## src/rtl/apb_i2c_regif_pkg.sv

```systemverilog
// Shared constants for the APB-to-I2C register interface: register map,
// STATUS/IRQ bit positions and the register decode helper.
package apb_i2c_pkg;

  localparam int unsigned IRQ_W = 4;

  localparam logic [31:0] ADDR_TXDATA   = 32'h00;
  localparam logic [31:0] ADDR_RXDATA   = 32'h04;
  localparam logic [31:0] ADDR_CONFIG   = 32'h08;
  localparam logic [31:0] ADDR_TIMEOUT  = 32'h0C;
  localparam logic [31:0] ADDR_STATUS   = 32'h10;
  localparam logic [31:0] ADDR_IRQ_EN   = 32'h14;
  localparam logic [31:0] ADDR_IRQ_STAT = 32'h18;

  localparam int unsigned ST_TX_EMPTY  = 0;
  localparam int unsigned ST_TX_FULL   = 1;
  localparam int unsigned ST_RX_EMPTY  = 2;
  localparam int unsigned ST_RX_FULL   = 3;
  localparam int unsigned ST_CORE_ERR  = 4;
  localparam int unsigned ST_TX_LVL_LO = 8;
  localparam int unsigned ST_RX_LVL_LO = 16;

  localparam int unsigned IRQ_TX_DONE  = 0;
  localparam int unsigned IRQ_RX_AVAIL = 1;
  localparam int unsigned IRQ_CORE_ERR = 2;
  localparam int unsigned IRQ_SLVERR   = 3;

  typedef enum logic [2:0] {
    RegTxData, RegRxData, RegConfig, RegTimeout, RegStatus, RegIrqEn, RegIrqStat, RegNone
  } reg_e;

  function automatic reg_e decode_reg(input logic [31:0] addr);
    reg_e r;
    case (addr)
      ADDR_TXDATA:   r = RegTxData;
      ADDR_RXDATA:   r = RegRxData;
      ADDR_CONFIG:   r = RegConfig;
      ADDR_TIMEOUT:  r = RegTimeout;
      ADDR_STATUS:   r = RegStatus;
      ADDR_IRQ_EN:   r = RegIrqEn;
      ADDR_IRQ_STAT: r = RegIrqStat;
      default:       r = RegNone;
    endcase
    return r;
  endfunction

endpackage

```

## src/rtl/apb_i2c_regif_if.sv

```systemverilog
// APB bus bundle between a bus master and the register interface.
interface apb_i2c_regif_if #(
  parameter int unsigned ADDR_W = 8
);
  logic              PSEL;
  logic              PENABLE;
  logic              PWRITE;
  logic [ADDR_W-1:0] PADDR;
  logic [31:0]       PWDATA;
  logic [31:0]       PRDATA;
  logic              PREADY;
  logic              PSLVERR;

  modport master (
    output PSEL, PENABLE, PWRITE, PADDR, PWDATA,
    input  PRDATA, PREADY, PSLVERR
  );

  modport slave (
    input  PSEL, PENABLE, PWRITE, PADDR, PWDATA,
    output PRDATA, PREADY, PSLVERR
  );
endinterface

```

## src/rtl/sync_fifo.sv

```systemverilog
// Single-clock FIFO with registered level; pointers wrap modulo DEPTH.
module sync_fifo #(
  parameter int unsigned WIDTH = 32,
  parameter int unsigned DEPTH = 8,
  localparam int unsigned PW   = $clog2(DEPTH),
  localparam int unsigned LW   = PW + 1
) (
  input  logic             PCLK,
  input  logic             PRESET,
  input  logic             push,
  input  logic             pop,
  input  logic [WIDTH-1:0] wdata,
  output logic [WIDTH-1:0] rdata,
  output logic             full,
  output logic             empty,
  output logic [LW-1:0]    level
);

  logic [WIDTH-1:0] mem_q [DEPTH];
  logic [PW-1:0]    wr_ptr_q, rd_ptr_q;
  logic [LW-1:0]    level_q;
  logic             do_push, do_pop;

  assign full    = (level_q == LW'(DEPTH));
  assign empty   = (level_q == '0);
  assign level   = level_q;
  assign rdata   = mem_q[rd_ptr_q];
  assign do_push = push & ~full;
  assign do_pop  = pop & ~empty;

  // Storage array, written on accepted push only.
  always_ff @(posedge PCLK) begin
    if (do_push) mem_q[wr_ptr_q] <= wdata;
  end

  // Pointer and level bookkeeping; simultaneous push/pop keeps the level.
  always_ff @(posedge PCLK) begin
    if (PRESET) begin
      wr_ptr_q <= '0;
      rd_ptr_q <= '0;
      level_q  <= '0;
    end else begin
      if (do_push) wr_ptr_q <= wr_ptr_q + 1'b1;
      if (do_pop)  rd_ptr_q <= rd_ptr_q + 1'b1;
      case ({do_push, do_pop})
        2'b10:   level_q <= level_q + 1'b1;
        2'b01:   level_q <= level_q - 1'b1;
        default: level_q <= level_q;
      endcase
    end
  end

endmodule

```

## src/rtl/apb_i2c_regif.sv

```systemverilog
// APB slave register interface for the I2C core: TX/RX FIFOs, CONFIG/TIMEOUT,
// STATUS and a sticky maskable interrupt. Zero wait states.
module apb_i2c_regif
  import apb_i2c_pkg::*;
#(
  parameter int unsigned ADDR_W   = 8,
  parameter int unsigned DATA_W   = 32,
  parameter int unsigned CFG_W    = 14,
  parameter int unsigned TX_DEPTH = 8,
  parameter int unsigned RX_DEPTH = 8
) (
  input  logic              PCLK,
  input  logic              PRESET,
  apb_i2c_regif_if.slave    bus,
  output logic [DATA_W-1:0] tx_data,
  output logic              tx_valid,
  input  logic              tx_ready,
  input  logic [DATA_W-1:0] rx_data,
  input  logic              rx_valid,
  output logic              rx_ready,
  input  logic              core_error,
  output logic [CFG_W-1:0]  cfg,
  output logic [CFG_W-1:0]  timeout,
  output logic              irq
);

  localparam int unsigned TLW = $clog2(TX_DEPTH) + 1;
  localparam int unsigned RLW = $clog2(RX_DEPTH) + 1;

  logic [31:0]       prdata_q, rdata_d, status;
  logic              pslverr_q, err_d;
  logic [CFG_W-1:0]  cfg_q, timeout_q;
  logic [IRQ_W-1:0]  irq_en_q, irq_stat_q, irq_stat_d, irq_set, irq_clr;
  logic              irq_q, core_err_q;
  logic              setup, access, wr, rd;
  reg_e              sel;

  logic              tx_push, tx_pop, tx_full, tx_empty;
  logic              rx_push, rx_pop, rx_full, rx_empty;
  logic [TLW-1:0]    tx_level;
  logic [RLW-1:0]    rx_level;
  logic [DATA_W-1:0] rx_head;

  assign sel         = decode_reg(32'(bus.PADDR[ADDR_W-1:0]));
  assign setup       = bus.PSEL & ~bus.PENABLE;
  assign bus.PREADY  = bus.PSEL & bus.PENABLE & ~PRESET;
  assign access      = bus.PREADY;
  // Side effects are suppressed for any transfer flagged as an error at setup.
  assign wr          = access & ~pslverr_q & bus.PWRITE;
  assign rd          = access & ~pslverr_q & ~bus.PWRITE;
  assign bus.PRDATA  = prdata_q;
  assign bus.PSLVERR = pslverr_q;

  assign tx_push  = wr & (sel == RegTxData);
  assign tx_valid = ~tx_empty;
  assign tx_pop   = tx_valid & tx_ready;
  assign rx_ready = ~rx_full & ~PRESET;
  assign rx_push  = rx_valid & rx_ready;
  assign rx_pop   = rd & (sel == RegRxData);

  assign cfg     = cfg_q;
  assign timeout = timeout_q;
  assign irq     = irq_q;

  sync_fifo #(.WIDTH(DATA_W), .DEPTH(TX_DEPTH)) u_tx_fifo (
    .PCLK   (PCLK),
    .PRESET (PRESET),
    .push   (tx_push),
    .pop    (tx_pop),
    .wdata  (bus.PWDATA[DATA_W-1:0]),
    .rdata  (tx_data),
    .full   (tx_full),
    .empty  (tx_empty),
    .level  (tx_level)
  );

  sync_fifo #(.WIDTH(DATA_W), .DEPTH(RX_DEPTH)) u_rx_fifo (
    .PCLK   (PCLK),
    .PRESET (PRESET),
    .push   (rx_push),
    .pop    (rx_pop),
    .wdata  (rx_data),
    .rdata  (rx_head),
    .full   (rx_full),
    .empty  (rx_empty),
    .level  (rx_level)
  );

  // STATUS word assembled from registered FIFO levels and the live core error.
  always_comb begin
    status                                = '0;
    status[ST_TX_EMPTY]                   = tx_empty;
    status[ST_TX_FULL]                    = tx_full;
    status[ST_RX_EMPTY]                   = rx_empty;
    status[ST_RX_FULL]                    = rx_full;
    status[ST_CORE_ERR]                   = core_error;
    status[ST_TX_LVL_LO +: 8]             = 8'(tx_level);
    status[ST_RX_LVL_LO +: 8]             = 8'(rx_level);
  end

  // Setup-phase decode: read data and error flag captured for the access cycle.
  always_comb begin
    err_d   = 1'b0;
    rdata_d = '0;
    case (sel)
      RegTxData:  err_d = ~bus.PWRITE | tx_full;
      RegRxData: begin
        err_d   = bus.PWRITE | rx_empty;
        rdata_d = 32'(rx_head);
      end
      RegConfig:  rdata_d = 32'(cfg_q);
      RegTimeout: rdata_d = 32'(timeout_q);
      RegStatus: begin
        err_d   = bus.PWRITE;
        rdata_d = status;
      end
      RegIrqEn:   rdata_d = 32'(irq_en_q);
      RegIrqStat: rdata_d = 32'(irq_stat_q);
      default:    err_d = 1'b1;
    endcase
    if (bus.PWRITE || err_d) rdata_d = '0;
  end

  // Sticky interrupt sources; a set beats a W1C clear of the same bit.
  always_comb begin
    irq_set               = '0;
    irq_set[IRQ_TX_DONE]  = (tx_level == TLW'(1)) & tx_pop & ~tx_push;
    irq_set[IRQ_RX_AVAIL] = rx_empty & rx_push;
    irq_set[IRQ_CORE_ERR] = core_error & ~core_err_q;
    irq_set[IRQ_SLVERR]   = access & pslverr_q;
    irq_clr               = (wr && sel == RegIrqStat) ? bus.PWDATA[IRQ_W-1:0] : '0;
    irq_stat_d            = (irq_stat_q & ~irq_clr) | irq_set;
  end

  // Edge detector for core_error, sampled every cycle.
  always_ff @(posedge PCLK) begin
    core_err_q <= core_error;
  end

  // Bus response, control registers and interrupt state.
  always_ff @(posedge PCLK) begin
    if (PRESET) begin
      prdata_q   <= '0;
      pslverr_q  <= 1'b0;
      cfg_q      <= '0;
      timeout_q  <= '0;
      irq_en_q   <= '0;
      irq_stat_q <= '0;
      irq_q      <= 1'b0;
    end else begin
      if (setup) begin
        prdata_q  <= rdata_d;
        pslverr_q <= err_d;
      end
      if (wr && sel == RegConfig)  cfg_q     <= bus.PWDATA[CFG_W-1:0];
      if (wr && sel == RegTimeout) timeout_q <= bus.PWDATA[CFG_W-1:0];
      if (wr && sel == RegIrqEn)   irq_en_q  <= bus.PWDATA[IRQ_W-1:0];
      irq_stat_q <= irq_stat_d;
      irq_q      <= |(irq_stat_q & irq_en_q);
    end
  end

endmodule
```

## src/flat_wrapper.sv

```systemverilog
// flat-port wrapper written by rule: the top's interface ports become plain ports
module apb_i2c_regif_flat import apb_i2c_pkg::*;
#(
  parameter int unsigned ADDR_W   = 8,
  parameter int unsigned DATA_W   = 32,
  parameter int unsigned CFG_W    = 14,
  parameter int unsigned TX_DEPTH = 8,
  parameter int unsigned RX_DEPTH = 8
)
  (PCLK, PRESET, tx_data, tx_valid, tx_ready, rx_data, rx_valid, rx_ready, core_error, cfg, timeout, irq, bus_PSEL, bus_PENABLE, bus_PWRITE, bus_PADDR, bus_PWDATA, bus_PRDATA, bus_PREADY, bus_PSLVERR);
  apb_i2c_regif_if #(.ADDR_W(ADDR_W)) bus_i ();
  input  logic PCLK;
  input  logic PRESET;
  output logic [DATA_W-1:0] tx_data;
  output logic tx_valid;
  input  logic tx_ready;
  input  logic [DATA_W-1:0] rx_data;
  input  logic rx_valid;
  output logic rx_ready;
  input  logic core_error;
  output logic [CFG_W-1:0] cfg;
  output logic [CFG_W-1:0] timeout;
  output logic irq;
  input wire logic [$bits(bus_i.PSEL)-1:0] bus_PSEL;
  input wire logic [$bits(bus_i.PENABLE)-1:0] bus_PENABLE;
  input wire logic [$bits(bus_i.PWRITE)-1:0] bus_PWRITE;
  input wire logic [$bits(bus_i.PADDR)-1:0] bus_PADDR;
  input wire logic [$bits(bus_i.PWDATA)-1:0] bus_PWDATA;
  output wire logic [$bits(bus_i.PRDATA)-1:0] bus_PRDATA;
  output wire logic [$bits(bus_i.PREADY)-1:0] bus_PREADY;
  output wire logic [$bits(bus_i.PSLVERR)-1:0] bus_PSLVERR;
  assign bus_i.PSEL = bus_PSEL;
  assign bus_i.PENABLE = bus_PENABLE;
  assign bus_i.PWRITE = bus_PWRITE;
  assign bus_i.PADDR = bus_PADDR;
  assign bus_i.PWDATA = bus_PWDATA;
  assign bus_PRDATA = bus_i.PRDATA;
  assign bus_PREADY = bus_i.PREADY;
  assign bus_PSLVERR = bus_i.PSLVERR;
  apb_i2c_regif #(.ADDR_W(ADDR_W), .DATA_W(DATA_W), .CFG_W(CFG_W), .TX_DEPTH(TX_DEPTH), .RX_DEPTH(RX_DEPTH)) u_core (.PCLK(PCLK), .PRESET(PRESET), .bus(bus_i), .tx_data(tx_data), .tx_valid(tx_valid), .tx_ready(tx_ready), .rx_data(rx_data), .rx_valid(rx_valid), .rx_ready(rx_ready), .core_error(core_error), .cfg(cfg), .timeout(timeout), .irq(irq));
endmodule
```

## config.mk

```make
export PLATFORM = sky130hd
export DESIGN_NAME = apb_i2c_regif_flat
export DESIGN_NICKNAME = d
export VERILOG_FILES = /design/src/rtl/apb_i2c_regif_pkg.sv /design/src/rtl/apb_i2c_regif_if.sv /design/src/rtl/sync_fifo.sv /design/src/rtl/apb_i2c_regif.sv /design/src/flat_wrapper.sv
export SDC_FILE = /design/constraint.sdc
export NUM_CORES = 1
export LEC_CHECK = 0
export CORE_MARGIN = 2
export CORE_UTILIZATION = 55
export CTS_BUF_LIST = sky130_fd_sc_hd__clkbuf_2 sky130_fd_sc_hd__clkbuf_4 sky130_fd_sc_hd__clkbuf_8
export DETAILED_ROUTE_END_ITERATION = 10
export GPL_ROUTABILITY_DRIVEN = 0
export GPL_TIMING_DRIVEN = 0
export PLACE_DENSITY_LB_ADDON = 0.12
export SLEW_MARGIN = 20
export SYNTH_ARGS = -nofsm -noshare
export SYNTH_HDL_FRONTEND = slang
export SYNTH_HIERARCHICAL = 1
export SYNTH_SLANG_ARGS = --single-unit
```

## constraint.sdc

```tcl
create_clock -name PCLK -period 6.8 [get_ports PCLK]
set_clock_uncertainty 0.15 [all_clocks]
set_input_delay 1.36 -clock PCLK [delete_from_list [all_inputs] [get_ports PCLK]]
set_output_delay 1.36 -clock PCLK [all_outputs]
set_load 0.03 [all_outputs]
```

==> results of run 1 <==
worst max-delay path: stages:
cell	delay, ns
clkdlybuf4s50_1	0.63
clkbuf_1	0.47
clkinv_1	0.47
and3_1	0.33
clkdlybuf4s50_1	0.58
power by group:
part / internal [mW] / total (mW) / switching (mW)
registers: 4.06 / 4.07 / 0.00855
clock network: 1.68 / 3.07 / 1.39
logic: 0.0864 / 0.223 / 0.136
registers in the layout, summed over array words and instances, names as in the netlist, 3 cells and up, named ones only:
register,count
u_core/u_rx_fifo/mem_q,256
u_core/u_tx_fifo/mem_q,256
u_core/bus.PRDATA,32
u_core/cfg,14
u_core/timeout,14
u_core/irq_en_q,4
u_core/irq_stat_q,4
u_core/u_rx_fifo/level,4
u_core/u_tx_fifo/level,4
u_core/u_rx_fifo/rd_ptr_q,3
u_core/u_rx_fifo/wr_ptr_q,3
u_core/u_tx_fifo/rd_ptr_q,3
u_core/u_tx_fifo/wr_ptr_q,3
cell usage in the layout (no fill, tap or decap), types with 36 or more instances in the layout:
cell type        Yosys  final
a21oi_1             45     45
buf_6               18     37
clkbuf_1            36     36
clkbuf_4             0     38
clkbuf_8             3    112
clkdlybuf4s50_1      0    175
dfxtp_1             97     97
edfxtp_1           512    512
inv_1               37     37
mux2_2              40     40
mux4_1              69     69
mux4_2              59     59
nand2_1             43     43
cells by family (layout without fill, tap and decap cells):
| kind of cell | count (synthesis) | after routing | synth area share, % |
|---|---|---|---|
| and+or+nand+nor | 203 | 203 | 4.720 |
| AOI/OAI and AO/OA | 156 | 156 | 4.447 |
| DFF | 609 | 609 | 69.79 |
| other | 0 | 2 | 0 |
| muxes | 215 | 215 | 17.04 |
| adders and majority gates | 10 | 10 | 0.5042 |
| buffers and inverters | 127 | 540 | 2.980 |
| xor gates and xnor gates | 14 | 14 | 0.5244 |
how the worst max path moves through the flow:
| stage | cells after the start | endpoint | from | slack (ns) |
|---|---|---|---|---|
| floorplan | 7 | u_core/u_tx_fifo/mem_q[0][0] | bus_PADDR[5] | 0.41 |
| global placement | 8 | u_core/u_tx_fifo/mem_q[0][20] | bus_PADDR[4] | -3.48 |
| detailed placement | 11 | u_core/u_tx_fifo/mem_q[0][27] | bus_PADDR[4] | 1.36 |
| CTS | 5 | bus_PREADY | PRESET | 1.43 |
| global route | 5 | bus_PREADY | PRESET | 1.36 |
| finish | 5 | bus_PREADY | PRESET | 1.44 |
layout make-up:
type                    instances  area, um^2  area share, %
repair buffers                233        2338          7.809
plain buffers                  88       593.1          1.980
flip-flops and latches        609       17320          57.83
diodes                          2       5.005        0.01671
well taps                     592       740.7          2.473
inverters                      39       146.4         0.4888
multi-input cells             598        6855          22.89
clock buffers                 147        1785          5.962
clock inverters                33       165.2         0.5515
layer usage:
layer | global-route usage, % | share of wire [%]
met5 | 0 | 0
met4 | 9.521 | 3.3
met3 | 6.288 | 7.2
met2 | 41.19 | 50
met1 | 31.21 | 40
metrics by stage:
step,instances,TNS [ns]
2_1_floorplan,1334,0
3_3_place_gp,2101,-674.50
3_5_place_dp,2159,0
4_1_cts,2339,0
5_1_grt,2339,0
6_report,2341,0
synthesized netlist by cell type, types with 13 or more instances:
| master | instances | share of area (%) |
|---|---|---|
| nor4_1 | 19 | 0.48 |
| nand4_1 | 31 | 0.78 |
| dfxtp_1 | 97 | 7.8 |
| o21ai_0 | 25 | 0.50 |
| mux4_2 | 59 | 5.4 |
| mux4_1 | 69 | 7.3 |
| inv_1 | 37 | 0.56 |
| edfxtp_1 | 512 | 62 |
| a22oi_1 | 13 | 0.39 |
| mux2i_1 | 14 | 0.56 |
| clkbuf_1 | 36 | 0.54 |
| a31o_1 | 14 | 0.49 |
| a311oi_1 | 15 | 0.53 |
| nand2_1 | 43 | 0.65 |
| nor2_1 | 34 | 0.51 |
| buf_6 | 18 | 0.82 |
| mux2_4 | 33 | 2.0 |
| a21oi_1 | 45 | 0.91 |
| buf_2 | 21 | 0.42 |
| mux2_2 | 40 | 1.8 |
==> run metrics, run 1 <==
status complete, no violations; share of cells above drive strength 1 between 20% and 30%; H-tree depth reported by CTS 3; hold slack final approximately 0.3 ns; Hold Crit Start u_core/bus.PRDATA[4]; Crit Path Class in -> out; Setup Slack @ Placement between 1 and 1.5 ns; highest clock rate ~0.19 GHz; Pre-Repair DR Iteration Count 5; Yosys cell types 73; CTS tree done; Synth async-reset ratio 0%; Worst Reg2Reg Path Length in Cells 11; drt total wl 56830 um; Main synth FF type edfxtp_1; antenna violations before repair 2; Synth-to-Final Area Change 20.68%; Die Span X about 220 um; yosys warns 6; fin util between 60% and 70%; Arrival @ worst endpoint around 3.9 ns; Slew Limit Fails 0; Area after DPL ~0.028 mm^2; Power Total 7.360 mW; Worst setup SP type input pin; Post-DRT Antenna Nets 0; # hold bufs at CTS 0; port bufs between 150 and 200; die area between 0.04 and 0.05 mm^2; WHS Endpoint u_core/bus.PRDATA[4]; pin count of the biggest net entering global routing 21; core area around 0.044 mm^2; Slew @ Worst Pin approximately 0.86 ns; CTS Sinks 609; drt first-iter violations between 1000 and 1500; fin area between 0.02 and 0.03 mm^2; I/O pin total around 180; Max-Cap Viols 0; Max IR drop VDD around 0.24 mV; mapped cell area 0.02481 mm^2; Mapped Cells about 1300; routed len/inst ~24 um; Hold WC Path Type reg -> reg; first-pass GRT wire length ~86000 um; syn nets about 1400; Clock Tree Buf Depth 3; number of global-route vias before repair 14310; final period utilization between 70 and 80%; LEAKAGE about 9.8 nW; Seq/Total Area, Yosys 69.79%; synthesized flop and latch total roughly 600; routed via count approximately 14000; unrepaired setup endpoints after global routing false; worst hold path depth 2; Rel. slew slack between 40% and 50%; Setup crit end kind output port; DRC 0; filler cell count in the final layout ~3000; final net count around 1800; via/cell ratio 5.891; reg2reg start u_core/u_rx_fifo/level[0]; Post-CTS Setup Repair Bufs 0; power per cell area 245.8 mW/mm^2; min cycle time layout roughly 5.4 ns; final worst slack about 1.4 ns; flop2flop setup slack roughly 3.2 ns; Worst Path Required ~5.3 ns; Final Hold Viols 0; Final setup viols 0; Die Span Y ~220 um; Root Driver clkbuf_8; synthesized area per cell about 19 um^2; critical-path maximum fanout 10; CTS clk-pin slew, worst paths 0.06 ns; CTS Buf Count 97; RR Endpoint u_core/u_rx_fifo/mem_q[2][12]; Clock Latency Late Sink ~0.67 ns; CTS resizes 0; Detail Placement HPWL just under 40000 um; total gr overflow 0; Initial Util a little under three fifths; Row Count between 70 and 80; Overall Global Routing Usage 24.65%; Post-synth EDFFs about 510
Note: power is estimated with default switching activity, not from simulation.
==> run 2: changes to the inputs <==
clock period = 4.5 ns   (was 6.8 ns; I/O delays follow)
==> run 2 against run 1 <==
  * Non-clock buffer count fell by 17
  * Critical path type is now in -> reg
  * Die area did not move
  * Global-route usage decreased by 0.58 points
  * Sequential share of layout area decreased by 0.068 points
  * Highest routed layer is now met5
  * Clock power increased by 51%
  * Wire length shrank 2.4%
  * Largest cell class unchanged
==> run metrics, run 2 (same netlist as run 1, synthesis figures left out) <==
Synth-to-Final Area Change 20.83%; total gr overflow 0 (unchanged); Overall Global Routing Usage 24.07% (-0.58 points); fin area 0.02998 mm^2 (+0.12%); via/cell ratio 5.859 (-0.54%); pin count of the biggest net entering global routing 21 (unchanged); RR Endpoint u_core/u_rx_fifo/mem_q[4][6]; number of global-route vias before repair 14110 (-1.5%); drt first-iter violations 1115 (-7.4%); routed via count 13590 (-1.4%); Hold WC Path Type reg -> reg; most used routing layer met2; antenna violations before repair 4 (+2); # hold bufs at CTS 0 (unchanged); CTS tree done; Crit. Startpoint bus_PADDR[4]; drt total wl 55470 um (-2.4%); hold slack final 0.3009 ns (-0.0003860 ns); Worst Path Required 4.92 ns (-0.37 ns); I/O pin total 177 (unchanged); Power Total 11.12 mW (+51%); LEAKAGE 9.763 nW (-0.82%); Slew @ Worst Pin 0.9336 ns (+0.07582 ns); clock share of power 41.7% (about the same); critical-path maximum fanout 10 (unchanged); Row Count 77 (unchanged); CTS Sinks 609 (unchanged); first-pass GRT wire length 83700 um (-2.3%); status complete, no violations; Initial Util 55.87% (unchanged); final net count 1738 (-1.0%); H-tree depth reported by CTS 3 (unchanged); core area 0.04441 mm^2 (unchanged); Clock Latency Late Sink 0.67 ns (about the same); sw frac 20.34% (-0.46 points); highest clock rate ~0.24 GHz; reg2reg start u_core/u_rx_fifo/level[0]; Worst setup SP type input pin; Setup Slack @ Placement -0.3307 ns (-1.690 ns); Max IR drop VDD 0.3147 mV (+32%); Final Hold Viols 0 (unchanged); Post-DRT Antenna Nets 0 (unchanged); Arrival @ worst endpoint 4.63 ns (+0.78 ns); Pint 8.861 mW (+52%); Hold Crit Start u_core/bus.PRDATA[9]; CTS clk-pin slew, worst paths 0.06 ns (about the same); die area 0.04683 mm^2 (unchanged); final worst slack 0.2885 ns (-1.156 ns); Area after DPL 0.02804 mm^2 (+0.17%); power per cell area 371.0 mW/mm^2 (+51%); Setup crit end kind flop; Crit Path Class in -> reg; Pre-Repair DR Iteration Count 5 (unchanged); Detail Placement HPWL 38020 um (-3.3%); CTS Buf Count 96 (-1.0%); WHS Endpoint u_core/bus.PRDATA[9]; DRC 0 (unchanged); most frequent cells in the layout edfxtp_1, clkdlybuf4s50_1, clkbuf_8; Seq pwr share 55.3% (about the same); Root Driver clkbuf_8; final period utilization between 90 and 100%; routed len/inst 23.91 um (-1.5%); Worst Reg2Reg Path Length in Cells 9 (-2); Die Span Y 216.4 um (unchanged); Comb power frac 3.0% (about the same); most common cell after layout, fill and taps aside edfxtp_1; Clock Tree Buf Depth 3 (unchanged); M2 GR Usage 40.00% (-1.2 points); port bufs 175 (unchanged); unrepaired setup endpoints after global routing false; Max-Cap Viols 0 (unchanged); share of cells above drive strength 1 24.70% (-0.78 points); M3 GR Usage 5.684% (-0.60 points); Rel. slew slack 37.19% (-5.2 points); Final setup viols 0 (unchanged); min cycle time layout between 4 and 5 ns; flop2flop setup slack 0.80 ns (-2.41 ns); Die Span X 216.4 um (unchanged); worst hold path depth 2 (unchanged); Switching Power 2.262 mW (+48%); Slew Limit Fails 0 (unchanged); GRT met1 Usage 30.84% (-0.37 points)
-- run 2: worst max path at each step --
stage	to	slack (ns)	cells past startpoint
final	u_core/u_rx_fifo/level[3]	0.29	12
after global routing	u_core/u_rx_fifo/level[3]	0.19	12
after CTS	bus_PREADY	0.08	5
after detailed placement	u_core/u_rx_fifo/level[3]	-0.33	12
after global placement	u_core/u_tx_fifo/mem_q[1][16]	-3.59	8
after floorplan	u_core/u_tx_fifo/mem_q[2][0]	-0.59	7
-- run 2: critical path, stage by stage --
cell and delay [ns]:
clkdlybuf4s50_1 0.60, or3_1 0.38, clkbuf_1 0.21, nor2_2 0.22
buf_2 0.27, and4b_1 0.27, o41a_1 0.33, ha_1 0.34
nand2_1 0.09, mux2_2 0.28, o41ai_1 0.35, mux2_2 0.38
-- run 2: what timing repair did --
| action | 4_1_cts | 5_1_grt |
|---|---|---|
| setup endpoints to repair | 0 | 1 |
| endpoints found under the hold margin | 0 | 0 |
| gates resized for setup | 0 | 2 |
| buffers inserted | 0 | 0 |
-- run 2: layer usage --
metal | share of wire [%] | routed length, um
met4 | 3.4 | 1904
met2 | 50 | 27750
met5 | 0.023 | 13
met1 | 41 | 22480
met3 | 6.0 | 3316
-- run 2: area by class of cell --
cell class                 instances  area [um^2]
clock inverter                    29        182.7
antenna                            3        7.507
timing repair buffer             216         2336
multi-input combinational        598         6904
inverter                          39        146.4
buffer                            88        594.3
sequential                       609        17320
tap                              592        740.7
clock buffer                     146         1753
fill                            2967        14430
-- run 2: power by group through the flow --
stage / Combinational (mW) / Sequential (mW) / Clock (mW)
after floorplan: 0.130 / 6.27 / 0
after global placement: 0.314 / 6.27 / 0
after detailed placement: 0.335 / 6.27 / 0
after CTS: 0.336 / 6.15 / 4.75
after global routing: 0.362 / 6.15 / 4.99
final: 0.337 / 6.15 / 4.63
-- run 2: metrics by stage --
step / util, % / std cells / TNS, ns
after floorplan: - / 1334 / -56.84
after CTS: 67.48 / 2317 / 0
after global routing: 67.49 / 2318 / 0
final: 67.50 / 2320 / 0
after detailed placement: 63.13 / 2142 / -24.68
after global placement: 61.59 / 2101 / -1043.48
==> run 3: changes to the inputs <==
clock period = 3.9 ns   (was 4.5 ns; I/O delays follow)
==> run 3 against run 2 <==
  * Wire length up 1.6%
  * Via count rose by 0.21%
  * Clock power rose by 14%
  * Largest cell class unchanged
==> run metrics, run 3 (same netlist as run 1, synthesis figures left out) <==
most frequent cells in the layout edfxtp_1, clkdlybuf4s50_1, clkbuf_8; Synth-to-Final Area Change 20.73% (about the same); Top cell by count, worst path clkdlybuf4s50_1; Setup TNS 0 ns (unchanged); Hold WC Path Type reg -> reg; power per cell area 426.4 mW/mm^2 (+15%); reg2reg start u_core/u_rx_fifo/level[2]; highest clock rate approximately 0.26 GHz; CP peak stage delay 0.64 ns (+0.04 ns); Die Span X 216.4 um (unchanged); final period utilization between 90% and 100%; Slew @ Worst Pin 0.8807 ns (-0.05294 ns); Clock Latency Late Sink 0.68 ns (about the same); Crit Path Class in -> out; via/cell ratio 5.885 (+0.43%); total gr overflow 0 (unchanged); drt first-iter violations 1207 (+8.3%); Row Count 77 (unchanged); min cycle time layout between 3 and 4 ns; drt total wl 56350 um (+1.6%); fin cells 2315 (-0.22%); Overall Global Routing Usage 24.24% (+0.17 points); Worst Reg2Reg Path Length in Cells 8 (-1); pin count of the biggest net entering global routing 22 (+4.8%); CTS Sinks 609 (unchanged); Clock Tree Buf Depth 3 (unchanged); Worst Path Required 2.97 ns (-1.95 ns); Arrival @ worst endpoint 2.87 ns (-1.76 ns); final net count 1736 (-0.12%); share of cells above drive strength 1 24.52% (-0.18 points); worst hold path depth 2 (unchanged); Hold Crit Start u_core/bus.PRDATA[4]; hold slack final 0.3032 ns (+0.002258 ns); routed len/inst 24.34 um (+1.8%); critical-path maximum fanout 10 (unchanged); WHS Endpoint u_core/bus.PRDATA[4]; first-pass GRT wire length 83920 um (+0.27%); antenna violations before repair 3 (-1); CP delay by family, top buffers and inverters; final worst slack 0.09771 ns (-0.1908 ns); Worst setup SP type input pin; H-tree depth reported by CTS 3 (unchanged); core area 0.04441 mm^2 (unchanged); unrepaired setup endpoints after global routing false; DRC 0 (unchanged); Post-DRT Antenna Nets 0 (unchanged); Setup Slack @ Placement -0.9293 ns (-0.5986 ns); Worst path slowest cell clkdlybuf4s50_1; I/O pin total 177 (unchanged); Max IR drop VDD 0.3255 mV (+3.4%); Detail Placement HPWL 38020 um (about the same); CTS Buf Count 95 (-1.0%); CTS tree done; dpl cells 2140 (-0.093%); # hold bufs at CTS 0 (unchanged); die area 0.04683 mm^2 (unchanged); most common cell after layout, fill and taps aside edfxtp_1; worst-path cell chain clkdlybuf4s50_1 -> clkbuf_2 -> clkinv_2 -> and3_1 -> clkdlybuf4s50_1; CP Buf/Inv Count 4 (+1); status complete, no violations; Pre-Repair DR Iteration Count 5 (unchanged); Area after DPL 0.02800 mm^2 (-0.15%); critical path depth in cells 5 (-7); LEAKAGE 9.729 nW (-0.35%); Root Driver clkbuf_8; flop2flop setup slack 0.52 ns (-0.28 ns); Setup crit end kind output port; port bufs 175 (unchanged); Rel. slew slack 40.75% (+3.6 points); CTS clk-pin slew, worst paths 0.06 ns (about the same); Initial Util 55.87% (unchanged); number of global-route vias before repair 13740 (-2.6%); routed via count 13620 (+0.21%); Die Span Y 216.4 um (unchanged); RR Endpoint u_core/u_rx_fifo/mem_q[5][6]; fin area 0.02996 mm^2 (about the same); Slew Limit Fails 0 (unchanged); Max-Cap Viols 0 (unchanged); Final Hold Viols 0 (unchanged); Final setup viols 0 (unchanged)
[run 3: changes by cell type in the layout (fill, tap and decap cells not counted), moves of 3 or more]
cell,before,now
buf_2,21,18
buf_4,16,19
buf_6,31,28
buf_8,5,10
clkbuf_4,41,27
clkinv_1,16,23
clkinvlp_4,2,5
[run 3: cell type report]
type / instances / area (um^2)
sequential: 609 / 17320
fill: 3005 / 14460
multi-input combinational: 598 / 6925
timing repair buffer: 216 / 2312
clock buffer: 133 / 1668
tap: 592 / 740.7
buffer: 87 / 599.3
clock inverter: 39 / 242.7
inverter: 39 / 147.6
antenna: 2 / 5.005
[run 3: how the worst max path moves through the flow]
stage | from | to | slack (ns)
after CTS | flop | tx_data[27] | 0.005
after detailed placement | bus_PADDR[4] | u_core/u_tx_fifo/mem_q[4][8] | -0.93
after floorplan | PRESET | u_core/u_rx_fifo/mem_q[1][0] | -0.88
final | PRESET | bus_PREADY | 0.1
after global placement | PRESET | u_core/u_rx_fifo/mem_q[2][7] | -4.14
after global routing | PRESET | bus_PREADY | 0.03
[run 3: routing by layer]
layer,share of wire (%),vias to the layer above,GRT usage [%]
li1,-,6112,-
met1,42,6959,32.53
met2,49,451,39.44
met3,5.4,99,4.646
met4,3.1,2,9.886
met5,0.028,-,0
[run 3: power breakdown]
| group | leakage [nW] | switching, mW | internal, mW | total [mW] |
|---|---|---|---|---|
| combinational | 3.34 | 0.239 | 0.151 | 0.391 |
| clock | 0.996 | 2.39 | 2.89 | 5.29 |
| sequential | 5.40 | 0.0139 | 7.08 | 7.10 |
[run 3: worst register-to-register path, delay by kind of cell, from the launching register on]
family	cells	cell delay, ns
flops	1	0.52
simple gates	5	1.94
buf+inv	3	0.44
[run 3: what timing repair did]
| action | CTS | global route |
|---|---|---|
| setup buffers | 2 | 0 |
| resized for setup | 5 | 9 |
| setup endpoints to repair | 63 | 107 |
| gates cloned | 0 | 0 |
| pin swaps | 1 | 0 |
[run 3: through the flow]
stage | power [mW] | util, %
final | 12.78 | 67.45
after global routing | 13.20 | 67.45
after CTS | 12.91 | 67.38
after floorplan | 7.384 | -
after detailed placement | 7.620 | 63.03
after global placement | 7.599 | 61.68
